==> config.mk <==
export PLATFORM = sky130hd
export DESIGN_NAME = pipeline_3_memaccess_flat
export DESIGN_NICKNAME = d
export VERILOG_FILES = /design/src/rtl/pipeline_3_memaccess_if.sv /design/src/rtl/pipeline_3_memaccess.sv /design/src/flat_wrapper.sv
export SDC_FILE = /design/constraint.sdc
export NUM_CORES = 1
export LEC_CHECK = 0
export ABC_AREA = 1
export CAP_MARGIN = 25
export CORE_ASPECT_RATIO = 1.4
export CORE_MARGIN = 5
export CORE_UTILIZATION = 42
export CTS_CLUSTER_DIAMETER = 60
export DETAILED_ROUTE_END_ITERATION = 12
export GPL_TIMING_DRIVEN = 0
export PLACE_DENSITY = 0.82
export SYNTH_ARGS = -nofsm -noshare
export SYNTH_HDL_FRONTEND = slang
export SYNTH_SLANG_ARGS = --single-unit
==> constraint.sdc <==
create_clock -name clk -period 1.7 [get_ports clk]
set_input_delay 0.34 -clock clk [delete_from_list [all_inputs] [get_ports clk]]
set_output_delay 0.34 -clock clk [all_outputs]
set_load 0.005 [all_outputs]
==> src/rtl/pipeline_3_memaccess_if.sv <==
// ----------------------------------------------------------------------------
// pipeline_3_memaccess_if
//
// Memory-side buses of the memory-access pipeline stage, grouped so the stage
// sees them as one port.
//
//   RAM bus (synchronous data RAM, 1-cycle registered read)
//     ram_addr_out   16  address, stage -> RAM
//     ram_wdata_out  16  write data, stage -> RAM
//     ram_we_out      1  write enable, stage -> RAM
//     ram_rdata_in   16  registered read data, RAM -> stage
//
//   Peripheral bus (level request, 1-cycle ack pulse)
//     io_req_out      1  request, held until ack or timeout
//     io_addr_out     8  peripheral register address
//     io_wdata_out   16  write data
//     io_we_out       1  1 = write, 0 = read; valid while io_req_out
//     io_ack_in       1  completion pulse, peripheral -> stage
//     io_rdata_in    16  read data, valid with io_ack_in
//
// Modports: master = the pipeline stage, slave = the RAM / peripheral side.
// ----------------------------------------------------------------------------
interface pipeline_3_memaccess_if;

    logic [15:0] ram_addr_out;
    logic [15:0] ram_wdata_out;
    logic        ram_we_out;
    logic [15:0] ram_rdata_in;

    logic        io_req_out;
    logic [7:0]  io_addr_out;
    logic [15:0] io_wdata_out;
    logic        io_we_out;
    logic        io_ack_in;
    logic [15:0] io_rdata_in;

    modport master (
        output ram_addr_out,
        output ram_wdata_out,
        output ram_we_out,
        input  ram_rdata_in,
        output io_req_out,
        output io_addr_out,
        output io_wdata_out,
        output io_we_out,
        input  io_ack_in,
        input  io_rdata_in
    );

    modport slave (
        input  ram_addr_out,
        input  ram_wdata_out,
        input  ram_we_out,
        output ram_rdata_in,
        input  io_req_out,
        input  io_addr_out,
        input  io_wdata_out,
        input  io_we_out,
        output io_ack_in,
        output io_rdata_in
    );

endinterface

==> src/rtl/pipeline_3_memaccess.sv <==
// ----------------------------------------------------------------------------
// pipeline_3_memaccess
//
// Memory-access stage of the 5-stage pipeline, sitting between execute and
// register writeback. It registers the execute outputs, drives the
// synchronous data RAM (registered read, data arrives one cycle after the
// address), and sends accesses at or above IO_BASE to a req/ack peripheral
// bus guarded by a timeout. While a peripheral access is in flight the stage
// stalls upstream and emits bubbles to writeback.
//
// Ports
//   clk            clock, rising edge
//   rst            asynchronous reset, active-low
//   control_in     22  decoded control: [21:19] opcode, [3] reg write, [2:0] dest
//   result_in      16  ALU result / effective address
//   store_data_in  16  STR source data
//   flush_in        1  kill the instruction held here (delayed-branch taken)
//   control_out    22  control to writeback (22'b0 = bubble)
//   result_out     16  result to writeback
//   rdata_out      16  load data, valid one cycle after control_out carried it
//   stall_out       1  upstream must hold its outputs
//   io_err_out      1  sticky peripheral timeout flag
//   bus                RAM and peripheral buses (master side)
//
// Opcodes: 011 = LDR, 100 = STR, everything else passes straight through.
// ----------------------------------------------------------------------------
module pipeline_3_memaccess #(
    parameter logic [15:0] IO_BASE = 16'hFF00,
    parameter int unsigned TIMEOUT = 255,
    parameter int unsigned CNT_W   = 8
) (
    input  logic                          clk,
    input  logic                          rst,

    input  logic [21:0]                   control_in,
    input  logic [15:0]                   result_in,
    input  logic [15:0]                   store_data_in,
    input  logic                          flush_in,

    output logic [21:0]                   control_out,
    output logic [15:0]                   result_out,
    output logic [15:0]                   rdata_out,
    output logic                          stall_out,
    output logic                          io_err_out,

    pipeline_3_memaccess_if.master        bus
);

    // ------------------------------------------------------------------------
    // Constants and types
    // ------------------------------------------------------------------------
    localparam logic [2:0]       OpLdr      = 3'b011;
    localparam logic [2:0]       OpStr      = 3'b100;
    localparam logic [21:0]      Bubble     = 22'b0;
    localparam logic [CNT_W-1:0] TimeoutCnt = CNT_W'(TIMEOUT);

    typedef enum logic [1:0] {
        StRun,
        StIoWait,
        StIoDone
    } state_e;

    // ------------------------------------------------------------------------
    // State
    // ------------------------------------------------------------------------
    logic [21:0]      control_q;
    logic [15:0]      result_q;
    logic [15:0]      store_q;

    state_e           state_q,   state_d;
    logic [CNT_W-1:0] count_q,   count_d;
    logic [15:0]      io_data_q, io_data_d;
    logic             io_err_q,  io_err_d;
    logic             flushed_q, flushed_d;
    logic             sel_io_q;

    // ------------------------------------------------------------------------
    // Decode of the instruction held in the stage registers
    // ------------------------------------------------------------------------
    logic [2:0] opcode;
    logic       is_ldr;
    logic       is_str;
    logic       is_mem;
    logic       is_io;

    assign opcode = control_q[21:19];
    assign is_ldr = (opcode == OpLdr);
    assign is_str = (opcode == OpStr);
    assign is_mem = is_ldr | is_str;
    assign is_io  = is_mem & (result_q >= IO_BASE);

    // ------------------------------------------------------------------------
    // Stage registers: hold while stalled, load a bubble on flush
    // ------------------------------------------------------------------------
    always_ff @(posedge clk or negedge rst) begin
        if (!rst) begin
            control_q <= Bubble;
            result_q  <= '0;
            store_q   <= '0;
        end else if (!stall_out) begin
            control_q <= flush_in ? Bubble : control_in;
            result_q  <= result_in;
            store_q   <= store_data_in;
        end
    end

    // ------------------------------------------------------------------------
    // Peripheral access FSM: state register
    // ------------------------------------------------------------------------
    always_ff @(posedge clk or negedge rst) begin
        if (!rst) begin
            state_q   <= StRun;
            count_q   <= '0;
            io_data_q <= '0;
            io_err_q  <= 1'b0;
            flushed_q <= 1'b0;
            sel_io_q  <= 1'b0;
        end else begin
            state_q   <= state_d;
            count_q   <= count_d;
            io_data_q <= io_data_d;
            io_err_q  <= io_err_d;
            flushed_q <= flushed_d;
            // Steers the load-data mux in the cycle after IO_DONE, which is
            // when writeback expects the data of the load emitted in IO_DONE.
            sel_io_q  <= (state_q == StIoDone);
        end
    end

    // ------------------------------------------------------------------------
    // Peripheral access FSM: next state and stage outputs
    // ------------------------------------------------------------------------
    always_comb begin
        state_d        = state_q;
        count_d        = count_q;
        io_data_d      = io_data_q;
        io_err_d       = io_err_q;
        flushed_d      = 1'b0;
        stall_out      = 1'b0;
        bus.io_req_out = 1'b0;
        control_out    = control_q;

        unique case (state_q)
            StRun: begin
                count_d = '0;
                // A flushed I/O instruction is simply dropped; the stage keeps
                // flowing so the bubble loads on this edge.
                if (is_io && !flush_in) begin
                    state_d        = StIoWait;
                    stall_out      = 1'b1;
                    bus.io_req_out = 1'b1;
                    control_out    = Bubble;
                end
            end

            StIoWait: begin
                stall_out      = 1'b1;
                bus.io_req_out = 1'b1;
                control_out    = Bubble;
                count_d        = count_q + 1'b1;
                // The bus access cannot be cancelled once started; a flush is
                // remembered and turns the eventual emission into a bubble.
                flushed_d      = flushed_q | flush_in;
                if (bus.io_ack_in) begin
                    // Ack wins over a timeout landing in the same cycle.
                    io_data_d = bus.io_rdata_in;
                    state_d   = StIoDone;
                end else if (count_q == TimeoutCnt) begin
                    io_err_d  = 1'b1;
                    io_data_d = 16'hFFFF;
                    state_d   = StIoDone;
                end
            end

            StIoDone: begin
                count_d     = '0;
                control_out = flushed_q ? Bubble : control_q;
                state_d     = StRun;
            end

            default: begin
                state_d = StRun;
            end
        endcase
    end

    // ------------------------------------------------------------------------
    // RAM and peripheral bus drive
    // ------------------------------------------------------------------------
    assign bus.ram_addr_out  = result_q;
    assign bus.ram_wdata_out = store_q;
    assign bus.ram_we_out    = is_str & ~is_io & (state_q == StRun) & ~flush_in;

    assign bus.io_addr_out   = result_q[7:0];
    assign bus.io_wdata_out  = store_q;
    assign bus.io_we_out     = is_str;

    // ------------------------------------------------------------------------
    // Writeback outputs
    // ------------------------------------------------------------------------
    assign result_out = result_q;
    assign rdata_out  = sel_io_q ? io_data_q : bus.ram_rdata_in;
    assign io_err_out = io_err_q;

endmodule

==> src/flat_wrapper.sv <==
// flat-port wrapper written by rule: the top's interface ports become plain ports
module pipeline_3_memaccess_flat 
#(
    parameter logic [15:0] IO_BASE = 16'hFF00,
    parameter int unsigned TIMEOUT = 255,
    parameter int unsigned CNT_W   = 8
)
  (clk, rst, control_in, result_in, store_data_in, flush_in, control_out, result_out, rdata_out, stall_out, io_err_out, bus_ram_addr_out, bus_ram_wdata_out, bus_ram_we_out, bus_ram_rdata_in, bus_io_req_out, bus_io_addr_out, bus_io_wdata_out, bus_io_we_out, bus_io_ack_in, bus_io_rdata_in);
  pipeline_3_memaccess_if bus_i ();
  input  logic clk;
  input  logic rst;
  input  logic [21:0] control_in;
  input  logic [15:0] result_in;
  input  logic [15:0] store_data_in;
  input  logic flush_in;
  output logic [21:0] control_out;
  output logic [15:0] result_out;
  output logic [15:0] rdata_out;
  output logic stall_out;
  output logic io_err_out;
  output wire logic [$bits(bus_i.ram_addr_out)-1:0] bus_ram_addr_out;
  output wire logic [$bits(bus_i.ram_wdata_out)-1:0] bus_ram_wdata_out;
  output wire logic [$bits(bus_i.ram_we_out)-1:0] bus_ram_we_out;
  input wire logic [$bits(bus_i.ram_rdata_in)-1:0] bus_ram_rdata_in;
  output wire logic [$bits(bus_i.io_req_out)-1:0] bus_io_req_out;
  output wire logic [$bits(bus_i.io_addr_out)-1:0] bus_io_addr_out;
  output wire logic [$bits(bus_i.io_wdata_out)-1:0] bus_io_wdata_out;
  output wire logic [$bits(bus_i.io_we_out)-1:0] bus_io_we_out;
  input wire logic [$bits(bus_i.io_ack_in)-1:0] bus_io_ack_in;
  input wire logic [$bits(bus_i.io_rdata_in)-1:0] bus_io_rdata_in;
  assign bus_ram_addr_out = bus_i.ram_addr_out;
  assign bus_ram_wdata_out = bus_i.ram_wdata_out;
  assign bus_ram_we_out = bus_i.ram_we_out;
  assign bus_i.ram_rdata_in = bus_ram_rdata_in;
  assign bus_io_req_out = bus_i.io_req_out;
  assign bus_io_addr_out = bus_i.io_addr_out;
  assign bus_io_wdata_out = bus_i.io_wdata_out;
  assign bus_io_we_out = bus_i.io_we_out;
  assign bus_i.io_ack_in = bus_io_ack_in;
  assign bus_i.io_rdata_in = bus_io_rdata_in;
  pipeline_3_memaccess #(.IO_BASE(IO_BASE), .TIMEOUT(TIMEOUT), .CNT_W(CNT_W)) u_core (.clk(clk), .rst(rst), .control_in(control_in), .result_in(result_in), .store_data_in(store_data_in), .flush_in(flush_in), .control_out(control_out), .result_out(result_out), .rdata_out(rdata_out), .stall_out(stall_out), .io_err_out(io_err_out), .bus(bus_i));
endmodule
==> out/results.tsv <==
metric	value	unit
cts_buffer_depth	2	
drive_above_1_share	27.3	%
wl	14600	um
synth_edf_count	0	
synth_area	0.00440	mm^2
gp_congestion	0.813	
hold_class	input pin to asynchronous set/reset pin	
worst_slew_margin_rel	67.1	%
max-cap-violations	0	
cts_buffers	9	
finalSetupViolCount	39	
htree_num_levels	3	
tns	-8750	ps
path_common_cell	nor2_1	
worst-endpoint-required	1360	ps
synth_cell_types	27	
rows	44	
pre_cts_slack	-985	ps
tightest_slew	494	ps
clock_latency	330	ps
synth_most_common_cell	nand2_1	
worstSetupPathType	flip-flop to output pin	
synthArstFlopShare	100	%
final.setup.worst_slack	-355	ps
r2r_end	u_core.bus.ram_addr_out[8]	
die_h	131	um
violations	setup timing	
ant_nets	0	
holdWs	452	ps
groute.usage.overall	22.1	%
wl_per_cell	15.4	um
grt.overflow.total	0	
vias	4504	
hold_viol	0	
synth_top_area_share	47.3	%
cp.arrival	1720	ps
place_hpwl	10400	um
synthTopCellsByArea	dfrtp_1, nand2_1, nor2_1, buf_4, nand3_1	
crit_chain	nor2_1 > nand2_1 > nand2_2 > nand4_4 > nand3_4 > clkbuf_16 > nor2_1 > buf_2	
die_area	0.0126	mm^2
cts_tree	built	
viasPerCell	4.77	
crit_path_start_kind	flip-flop	
fmax	487	MHz
coreArea	0.0103	mm^2
period_share	121	%
pin_count	205	
cp-end-kind	output pin	
r2r_cells	11	
fp.dieW	96.5	um
start_util	42.7	%
nets	892	
drv_slew	0	
ys_seq_area_share	47.3	%
grt_pass1_vias	4454	
synth-main-ff-cell	dfrtp_1	
ys_seq_elements	83	
p_leak	3.87	nW
path_clk_slew	60	ps
drtIter0Drc	215	
syn_inst	547	
dr.pass1.iters	4	
grt_antenna_before_repair	1	
crit_slowest_cell	dfrtp_1	
grt_pass1_wl	21600	um
r2r-start	u_core.control_q[20]	
avgSynthCellArea	8.04	um^2
slowest_delay	400	ps
regToRegSetupSlack	30	ps
critPathTopFamily	simple AND/OR/NAND/NOR gates	
status	complete, but fails checks	
layout_min_cycle_time	2060	ps
drc	0	
syn_to_final_growth	70.3	%
vdd_ir_drop_max	0.620	mV
power.total	0.00489	W
root_buffer	clkbuf_16	
yosys_warnings	0	
synthesis.nets	638	
worst-path-max-fanout	5	
io_buffer_count	204	
pwr_density_cell	653	mW/mm^2
worst-path-buf-inv	2	
yosys-top-cells-count	nand2_1, nor2_1, dfrtp_1	
synth_top_cell_by_area	dfrtp_1	
rsz0062_at_grt	yes	
clock-sinks	83	
skew	6.38	ps
grt_max_degree	62	
kinds of logic (layout without fill, tap and decap cells):
logic type / after synthesis / after routing / synth area share (%)
compound gates: 8 / 8 / 1.05
mux: 16 / 16 / 4.10
other cells: 0 / 1 / 0
simple gates: 311 / 311 / 30.1
flops: 83 / 83 / 47.3
buf+inv: 128 / 386 / 17.2
fa+ha+maj: 1 / 1 / 0.285
placed cells by master, fill, tap and decap left out, types with 3 or more instances in the layout:
cell type        netlist  final
mux2_4                 0     11
nor2_1               104     85
inv_1                 59     56
nand2_2                1      4
clkdlybuf4s50_1        0    132
a21oi_1                3      3
dlymetal6s2s_1         0     20
mux2_2                16      5
nor2_4                 1     10
buf_6                 14     39
clkbuf_2               0      5
nand3_2                4      4
buf_4                 44     75
clkbuf_1               2      4
clkbuf_16              0     11
buf_8                  0      6
buf_2                  5     20
nand2_1              132    129
buf_12                 0      3
nor3_1                 3      3
nand3_1               57     56
dfrtp_1               83     82
nor2_2                 1     11
inv_2                  2      4
where the power goes:
group / internal [W] / switching (W) / total, W
logic: 0.000546 / 0.000281 / 0.000828
registers: 0.00205 / 0.0000515 / 0.00210
clock network: 0.00121 / 0.000752 / 0.00196
total: 0.00380 / 0.00108 / 0.00489
final cells by class:
cell class                      instances  area [um^2]
Tap cell                              138          173
Clock buffer                           13          260
Buffer                                 62          522
Timing Repair Buffer                  248         2450
Fill cell                             746         2810
Inverter                               61          234
Clock inverter                          2         35.0
Sequential cell                        83         2080
Multi-Input combinational cell        336         1730
Antenna cell                            1         2.50
sequential cells by signal, indices dropped and copies added (netlist names):
| register | count |
|---|---|
| u_core.control_q | 22 |
| u_core.bus.io_wdata_out | 16 |
| u_core.bus.ram_addr_out | 16 |
| u_core.io_data_q | 16 |
| u_core.count_q | 8 |
| u_core.state_q | 2 |
| u_core.flushed_q | 1 |
| u_core.io_err_out | 1 |
| u_core.sel_io_q | 1 |
worst register-to-register path: stages, from the launching register on:
cell,delay (ps)
dfrtp_1,400
nor2_1,150
nand2_1,110
nand2_2,110
nand4_4,110
buf_6,160
nand2_8,70
buf_8,110
buf_8,130
buf_8,130
nand2_1,60
nand2_1,70
repair_timing:
action | 4_1_cts | 5_1_grt
setup buffers | 24 | 17
hold endpoints to repair | 22 | 0
pin swaps | 3 | 10
gates cloned | 1 | 2
hold buffers | 1 | 0
resized for setup | 185 | 103
setup endpoints to repair | 45 | 130
how the worst max path moves through the flow:
stage	depth (start not counted)	endpoint	startpoint	slack, ps
final	8	control_out[20]	u_core.control_q[20]	-360
after global routing	8	control_out[20]	u_core.control_q[20]	-430
after CTS	8	stall_out	u_core.control_q[19]	-340
after detailed placement	7	control_out[2]	flush_in	-990
after global placement	1	u_core.bus.ram_addr_out[1]	rst	-2710
after floorplan	8	stall_out	u_core.bus.ram_addr_out[9]	170
stage by stage:
step | area [um^2] | std cells | util, %
floorplan | 4400 | 547 | -
global placement | 6610 | 889 | 64.2
detailed placement | 6640 | 890 | 64.5
CTS | 7070 | 930 | 68.7
global route | 7480 | 944 | 72.7
finish | 7480 | 944 | 72.7
metal layers:
metal / vias to the layer above / share of wire (%) / routed length, um / global-route usage [%]
li1: 2149 / - / - / -
met1: 2145 / 37 / 5370 / 24.4
met2: 185 / 53 / 7760 / 40.2
met3: 25 / 7.6 / 1110 / 4.93
met4: 0 / 2.3 / 337 / 9.41
met5: - / 0 / 0 / 0
No activity file was read; power rests on OpenSTA's default activity.
